==> src/rtl/score_packer_pkg.sv <==
// Shared constants, state encoding and slot mapping for the score packer.
package score_packer_pkg;

  localparam int N_CLASS = 10;

  // Reference score width used for the shared sign-magnitude codes.
  localparam int SM_BIT = 16;

  // Saturated-maximum marker (ranked highest by argmax) and most negative code.
  localparam logic [SM_BIT-1:0] SM_MARKER  = {1'b1, {(SM_BIT-1){1'b0}}};
  localparam logic [SM_BIT-1:0] SM_NEG_MAX = {SM_BIT{1'b1}};

  typedef enum logic {
    COLLECT = 1'b0,
    HOLD    = 1'b1
  } state_t;

  // Digit d lives in slot 9-d of the packed argmax vector.
  function automatic int slot_of(input int digit);
    return N_CLASS - 1 - digit;
  endfunction

endpackage

==> src/rtl/sm_saturate.sv <==
// Rescales a two's complement accumulator and converts it to saturating
// sign-magnitude. Overflow high maps to the marker code, overflow low to the
// most negative code; both raise the sat flag.
module sm_saturate #(
  parameter int BIT        = 16,
  parameter int ACC_W      = 32,
  parameter int FRAC_SHIFT = 8
) (
  input  logic [ACC_W-1:0] acc,
  output logic [BIT-1:0]   sm,
  output logic             sat
);

  localparam int MW = BIT - 1;
  localparam logic signed [ACC_W-1:0] POS_LIM = ACC_W'((longint'(1) << (BIT - 1)) - 1);
  localparam logic signed [ACC_W-1:0] NEG_LIM = -POS_LIM;
  localparam logic [BIT-1:0] MARKER  = {1'b1, {(BIT-1){1'b0}}};
  localparam logic [BIT-1:0] NEG_MAX = {BIT{1'b1}};

  logic signed [ACC_W-1:0] s;

  // Floor-rescale, then clamp into the symmetric sign-magnitude range.
  always_comb begin
    s   = $signed(acc) >>> FRAC_SHIFT;
    sm  = '0;
    sat = 1'b0;
    if (s > POS_LIM) begin
      sm  = MARKER;
      sat = 1'b1;
    end else if (s < NEG_LIM) begin
      sm  = NEG_MAX;
      sat = 1'b1;
    end else if (s < 0) begin
      sm = {1'b1, MW'(-s)};
    end else begin
      sm = {1'b0, MW'(s)};
    end
  end

endmodule

==> src/rtl/score_packer.sv <==
// Collects ten serial accumulator results, converts each to sign-magnitude
// and presents them as one packed vector to the argmax stage.
module score_packer
  import score_packer_pkg::*;
#(
  parameter int BIT        = 16,
  parameter int ACC_W      = 32,
  parameter int FRAC_SHIFT = 8
) (
  input  logic                   clk,
  input  logic                   rst,
  input  logic [ACC_W-1:0]       acc_in,
  input  logic                   acc_valid,
  output logic                   acc_ready,
  input  logic                   frame_clr,
  output logic [N_CLASS*BIT-1:0] vec_out,
  output logic                   vec_valid,
  input  logic                   vec_ready,
  output logic [3:0]             sat_cnt
);

  state_t         state;
  state_t         state_next;
  logic [3:0]     k;
  logic [BIT-1:0] score;
  logic           score_sat;
  logic           take;
  logic           last;

  sm_saturate #(
    .BIT        (BIT),
    .ACC_W      (ACC_W),
    .FRAC_SHIFT (FRAC_SHIFT)
  ) u_sat (
    .acc (acc_in),
    .sm  (score),
    .sat (score_sat)
  );

  // A sample is taken only in COLLECT, and a frame abort swallows it.
  always_comb begin
    take = (state == COLLECT) && acc_valid && !frame_clr;
    last = (k == 4'(N_CLASS - 1));
  end

  // State register.
  always_ff @(posedge clk or posedge rst) begin
    if (rst) state <= COLLECT;
    else     state <= state_next;
  end

  // Next state and handshake outputs; ready is held low while in reset.
  always_comb begin
    state_next = state;
    acc_ready  = 1'b0;
    vec_valid  = 1'b0;
    case (state)
      COLLECT: begin
        acc_ready = !rst;
        if (take && last) state_next = HOLD;
      end
      HOLD: begin
        vec_valid = 1'b1;
        if (vec_ready) state_next = COLLECT;
      end
      default: state_next = COLLECT;
    endcase
  end

  // Slot writes, digit counter and saturation count; frozen while holding.
  always_ff @(posedge clk or posedge rst) begin
    if (rst) begin
      k       <= '0;
      vec_out <= '0;
      sat_cnt <= '0;
    end else if (state == COLLECT) begin
      if (frame_clr) begin
        k       <= '0;
        vec_out <= '0;
        sat_cnt <= '0;
      end else if (take) begin
        for (int i = 0; i < N_CLASS; i++) begin
          if (i == slot_of(int'(k))) vec_out[i*BIT +: BIT] <= score;
        end
        k       <= last ? 4'd0 : k + 4'd1;
        sat_cnt <= sat_cnt + 4'(score_sat);
      end
    end else if (vec_ready) begin
      sat_cnt <= '0;
    end
  end

endmodule

==> config.mk <==
export PLATFORM = sky130hd
export DESIGN_NAME = score_packer
export DESIGN_NICKNAME = d
export VERILOG_FILES = /design/src/rtl/score_packer_pkg.sv /design/src/rtl/sm_saturate.sv /design/src/rtl/score_packer.sv
export SDC_FILE = /design/constraint.sdc
export NUM_CORES = 1
export LEC_CHECK = 0
export CAP_MARGIN = 20
export CORE_MARGIN = 8
export CORE_UTILIZATION = 48
export DETAILED_ROUTE_END_ITERATION = 8
export HOLD_SLACK_MARGIN = 0.02
export MAX_ROUTING_LAYER = met4
export PLACE_DENSITY = 0.89
export SYNTH_ARGS = -nofsm -noshare
export SYNTH_HDL_FRONTEND = slang
export SYNTH_SLANG_ARGS = --single-unit
==> constraint.sdc <==
create_clock -name clk -period 8.15 [get_ports clk]
set_input_delay 1.63 -clock clk [delete_from_list [all_inputs] [get_ports clk]]
set_output_delay 1.63 -clock clk [all_outputs]
set_load 0.1 [all_outputs]
* Yosys cells after proc, flatten, opt, wreduce, memory -nomap -nowiden *
Cells that the tools add are included.

word-level totals
  register bits = 169
  input port bits = 37
  output and inout bits = 166
  word-level logic and storage cells = 91

cells by class
  add/sub/neg operators = 4
  magnitude comparators = 3
  eq/ne operators = 11
  multiplexer cells = 29
  bitwise logic cells = 1
  reduce and logical (&&, ||, !) cells = 30

operators with widths
  kind                  count
  $mux 160              2
  $mux 16               13
  $logic_not 32->1      1
  $reduce_and 3->1      10
  $mux 4                7
  $gt 24x16->1 const B  1
  $lt 24x1->1 const B   1
  $lt 24x16->1 const B  1
  $reduce_bool 2->1     11
  $eq 4x5->1 const A    4
  $neg 15->15           1
  $eq 3x5->1 const A    2
  $eq 5x5->1 const A    2
  $mux 1                6
  $eq 2x5->1 const A    1
  $sub 4x4->5 const A   1
  $add 4x1->4           1
  $add 4x1->4 const B   1
  $eq 4x4->1 const B    1
  $reduce_and 2->1      2
  $logic_and 1x1->1     3
  $reduce_bool 3->1     1
  $logic_not 1->1       2
  $ne 2x2->1 const B    1
  other kinds (2)       2

* Logic depth before layout (Yosys ltp) *
  depth in word-level cells = 7
  gate-level depth with buffers = 14
  mapped depth without buffers = 13

* Modules after synthesis *
From an unflattened synthesis, not the netlist that was laid out.

unflattened totals
  cells, all modules = 1,133
  area, all modules = 9,716.8 um^2

modules (own cells, without submodules)
  module        times used  cells an instance  area an instance (um^2)  sequential area each (um^2)
  score_packer  1           1,055              9,170.0                  4,229.1
  sm_saturate   1           78                 546.8                    0.0

* Least setup slack after synthesis *
Ideal clock, no wire load.

  path type = input to output
  from = input rst
  to = output acc_ready
  arrival = 2,881 ps
  data required time = 6,520 ps
  path slack = 3,639 ps
  cell stages on the path = 1
  buffers on the path = 0
  cell sequence = nor2_1

between the ends
  longest elaborated chain between the ends = 2

RTL lines
  item                       line                source
  from (decl)                score_packer.sv:11  input logic rst,
  $logic_not 1->1 (no line)  -
  $mux 1                     score_packer.sv:57  case (state)
  to (decl)                  score_packer.sv:14  output logic acc_ready,

No other way between the ends.

* Worst setup path after layout *
  from = input acc_in[8]
  to = register vec_out[92]

between the ends
  longest elaborated chain between the ends = 7
  elaborated cells on any way between the ends = 10
  those cells by class = 1 x add/sub; 3 x order compare; 6 x mux

RTL lines
  item                                        line                                  source
  from (decl)                                 score_packer.sv:12                    input logic [ACC_W-1:0] acc_in,
  $lt 24x1->1 or $neg 15->15 (tied branches)  sm_saturate.sv:33, sm_saturate.sv:34
  $mux 16                                     sm_saturate.sv:33                     end else if (s < 0) begin
  $mux 16                                     sm_saturate.sv:30                     end else if (s < NEG_LIM) begin
  $mux 16 *                                   sm_saturate.sv:27                     if (s > POS_LIM) begin
  $mux 16 *                                   score_packer.sv:83                    if (i == slot_of(int'(k))) vec_out[i*BIT +: BIT] <= score;
  $mux 160 *                                  score_packer.sv:81                    end else if (take) begin
  $mux 160 *                                  score_packer.sv:77                    if (frame_clr) begin
  to (decl)                                   score_packer.sv:16                    output logic [N_CLASS*BIT-1:0] vec_out,

Mark *: on every way between the ends. The rest lies on a longest branch, timed or not. The select of a mux whose other input is x is not followed.
A chain may end at the register's enable or synchronous reset.

==> summary.md <==
The share of flip-flops with an asynchronous set or reset after synthesis works out to 1.000. For the accumulated negative setup slack, the log shows 0 ns. For the maximum vdd drop, the log shows 0.0001810 V. The tools report the hold slack as 0.4856 ns.

The sequential standard cell area is 0.004229 sq mm. For the number of diodes, the log shows 0. Post-synthesis sequential area ratio: 0.5716.

Source of the worst hold timing path: vec_out[45]$_DFFE_PP0P_. Ranked by instance count, the synthesized netlist is headed by dfrtp_1, o21ai_0, nand2_1. Setup repair after global routing left no endpoint under its margin. Among all flip-flop cells after synthesis, the most frequent one is dfrtp_1.

Critical path class: primary input to flop. Measured along the x axis, the die boundary spans 140.2 um. The tools report the largest clock skew in the final design as 0.005525 ns. In this run, distinct cell masters in the synthesized netlist total 56. On the critical path, the stage with the largest delay is an instance of nor2b_1. The run gives 690 as the number of nets in the synthesized netlist. The worst register-to-register path begins at k[1]$_DFFE_PP0P_. Port buffering added 194 buffers. Hold repair after CTS inserted 0 buffers.

Most common cell type on the critical path: ha_1. The completed layout was analyzed and its total power is 2.800 mW. After detailed routing, the average wire length per cell comes to 23.50 um. Synthesis produced a netlist whose cell count is 642.

The count of pins on the block boundary came out at 203. The die area came out at 0.01964 sq mm. The remaining max-slew budget at the tightest pin was 0.1869. The area added between synthesis and finish works out to 37.53%. The number of pins exceeding their max-slew limit in the final report is 0, and the chip height is 140.2 um. Setup violations remaining at the end of the flow were counted as 0.

For the worst setup path, the data required time is 8.41 ns. The cell family contributing the most delay on the critical path is simple AND/OR/NAND/NOR gates. TritonCTS built the clock tree.

Clock-pin slew was measured on the worst setup and hold paths at 0.06 ns. The tools report the first-pass detailed-route iteration total as 5. The core region is 0.01515 sq mm.

Count of state elements after synthesis: 169. The most critical setup path has its startpoint at acc_in[8]. For this block, the initial DRC count from the detailed router was 483. Dividing total power by cell area gives a power density of 275.2 mW/mm^2. Traced cell by cell, the critical path runs through clkdlybuf4s50_1 > inv_1 > ha_1 > nor4b_1 > nand4_1 > nand2_1 > ha_1 > nor2b_1 > o211ai_1 > nand3_1 > o21ai_0. The number of vias per cell after detailed routing is 6.238, and the clock period minus worst slack is 5.092 ns. The via count of the first global-routing pass was 6,445; the minimum setup slack among reg-to-reg paths was 5.05 ns.

The path class of the lowest-slack min-delay path is flop to flop. Arrival time at the worst endpoint: 5.35 ns. During synthesis, Yosys emitted a total of 0 warnings. In this run, synthesis inferred 0 flip-flops with an integrated enable. The largest fanout on the critical path came out at 19. In this run the number of H-tree levels came out at 4. Detailed routing inserted a total of 6,375 vias.

On the worst path, the slowest cell contributes a delay of 0.69 ns. For this block, the routed nets add up to 24,020 um of wire. Summed over all layers, the global routing overflow is 0.

The dominant cell type by area after synthesis is dfrtp_1. The initialized floorplan defines 45 standard-cell rows. The global-route wire length before repair was 37,540 um; the clock insertion delay at the later pin of the skew report was 0.43 ns. The tools report the kind of capture point of the worst setup path as a flop. The cell sitting at the root of the clock tree is a clkbuf_16.

The number of nets with antenna violations after detailed routing is 0, and the number of resized instances in the post-cts repair step is 0. The top-area cell type share of the netlist area came out at 0.5716. The HPWL after detailed placement is 16,070 um.

The sum of buffers and inverters on the critical path was 2; the post-CTS setup repair buffer count was 0. At the pin with the least slew margin, the transition time is 1.209 ns. For this run, the top clock speed supported by timing is 0.1964 GHz. Final count of hold timing violations: 0. Static leakage: 4.303 nW. The number of antenna violations at the first check in global routing is 0.

After detailed routing, the number of remaining DRC violations is 0. The final weighted congestion in routability-driven placement was 0.8659. The area of combinational cells with multiple inputs came out at 0.002967 sq mm.

Summing every instance area after synthesis gives 0.007398 sq mm. Entering global routing, the biggest net connects 99 pins. Across the run, the number of max-cap violations was 0. The critical path launch point type is a primary input. The flow ran to the end, and the final reports show no timing, DRC or antenna violations. The final critical-path share of the clock period was 0.6248.

The most common cell in the synthesized netlist is dfrtp_1. The number of clock buffers added by TritonCTS is 17. The starting utilization of the core area was 0.4885; the global router's overall resource usage was 0.2523. The filler cell count in the final layout was 1,087.

By area the synthesized netlist is led by dfrtp_1, a22o_1, o21ai_0. Clock tree synthesis found a total of 169 sinks. The fraction of final layout cells sized beyond drive strength 1 works out to 0.1151. In the final design database the tool counted 869 nets. Synthesized area per cell: 11.52 sq um. The number of buffers between clock root and the deepest sink was 2; the share of the core filled with cells was 0.6718.
routing by layer:
layer	up-vias	share of wire	track usage
li1	2775	-	-
met1	3203	0.40	0.3096
met2	349	0.47	0.3897
met3	48	0.10	0.07441
met4	0	0.026	0.09314
met5	-	0	-
sequential cells by signal, summed over array words and instances, names as in the netlist:
name     flops
vec_out    160
k            4
sat_cnt      4
state        1
metrics by stage:
step	std cells	worst slack, ns	area, sq um
2_1_floorplan	642	1.945	7398
3_3_place_gp	988	2.609	9513
3_5_place_dp	989	2.534	9520
4_1_cts	1021	2.925	10170
5_1_grt	1022	2.838	10170
6_report	1022	3.058	10170
area by class of cell:
cell class	instances	share of cell area
flip-flops and latches	169	0.4156
clock buffers	22	0.04759
inverters	10	0.004181
repair buffers	209	0.2019
well taps	188	0.02312
multi-input cells	414	0.2916
clock inverters	10	0.01599
kinds of logic after synthesis:
kind of cell | synth area share
AO/OA/AOI/OAI | 0.2215
flip-flops | 0.5716
AND/OR/NAND/NOR | 0.1172
buffers and inverters | 0.03298
multiplexers | 0.03450
adder cells (fa/ha/maj) | 0.01860
XOR/XNOR | 0.003552
power breakdown:
part | leakage (nW) | switching, mW | internal (mW)
registers | 2.25 | 0.0484 | 0.915
clock network | 0.313 | 0.331 | 0.547
logic | 1.74 | 0.755 | 0.204
placed cells by master, fill, tap and decap left out, types with 3 or more instances in the layout:
master,Yosys,final
a21oi_1,4,3
a22o_1,43,43
a31oi_1,3,3
a41oi_2,0,4
and2_1,4,4
buf_4,1,15
bufinv_16,0,4
clkbuf_16,0,17
clkbuf_8,0,4
clkdlybuf4s50_1,0,194
dfrtp_1,169,169
ha_1,11,11
inv_1,10,9
mux2_2,20,20
mux2i_1,3,3
nand2_1,50,50
nand2b_1,4,4
nand3_1,31,31
nand4_1,9,9
nor2_1,6,6
nor2b_1,7,7
nor3_1,17,17
nor4_1,5,5
o211ai_1,10,10
o21ai_0,65,65
o2bb2ai_1,18,18
o31ai_1,33,33
o31ai_2,9,9
or2_2,4,4
or3_1,15,15
or4_1,5,5
worst reg2reg max path, cell delays in order, from the launching register on:
cell      delay [ns]
dfrtp_1         0.47
inv_1           0.13
ha_1            0.21
ha_1            0.35
nor3b_1         0.07
a21oi_1         0.61
nand2b_1        0.74
mux2_2          0.42
final timing paths:
path / endpoint / cells after the start
hold reg to reg: vec_out[45]$_DFFE_PP0P_ / 2
setup reg to reg: vec_out[50]$_DFFE_PP0P_ / 7
setup / recovery: vec_out[92]$_DFFE_PP0P_ / 11
hold / removal: vec_out[45]$_DFFE_PP0P_ / 2
min in group asynchronous: sat_cnt[2]$_DFFE_PP0P_ / 2
max in group asynchronous: vec_out[83]$_DFFE_PP0P_ / 3
Note: power is estimated with default switching activity, not from simulation.
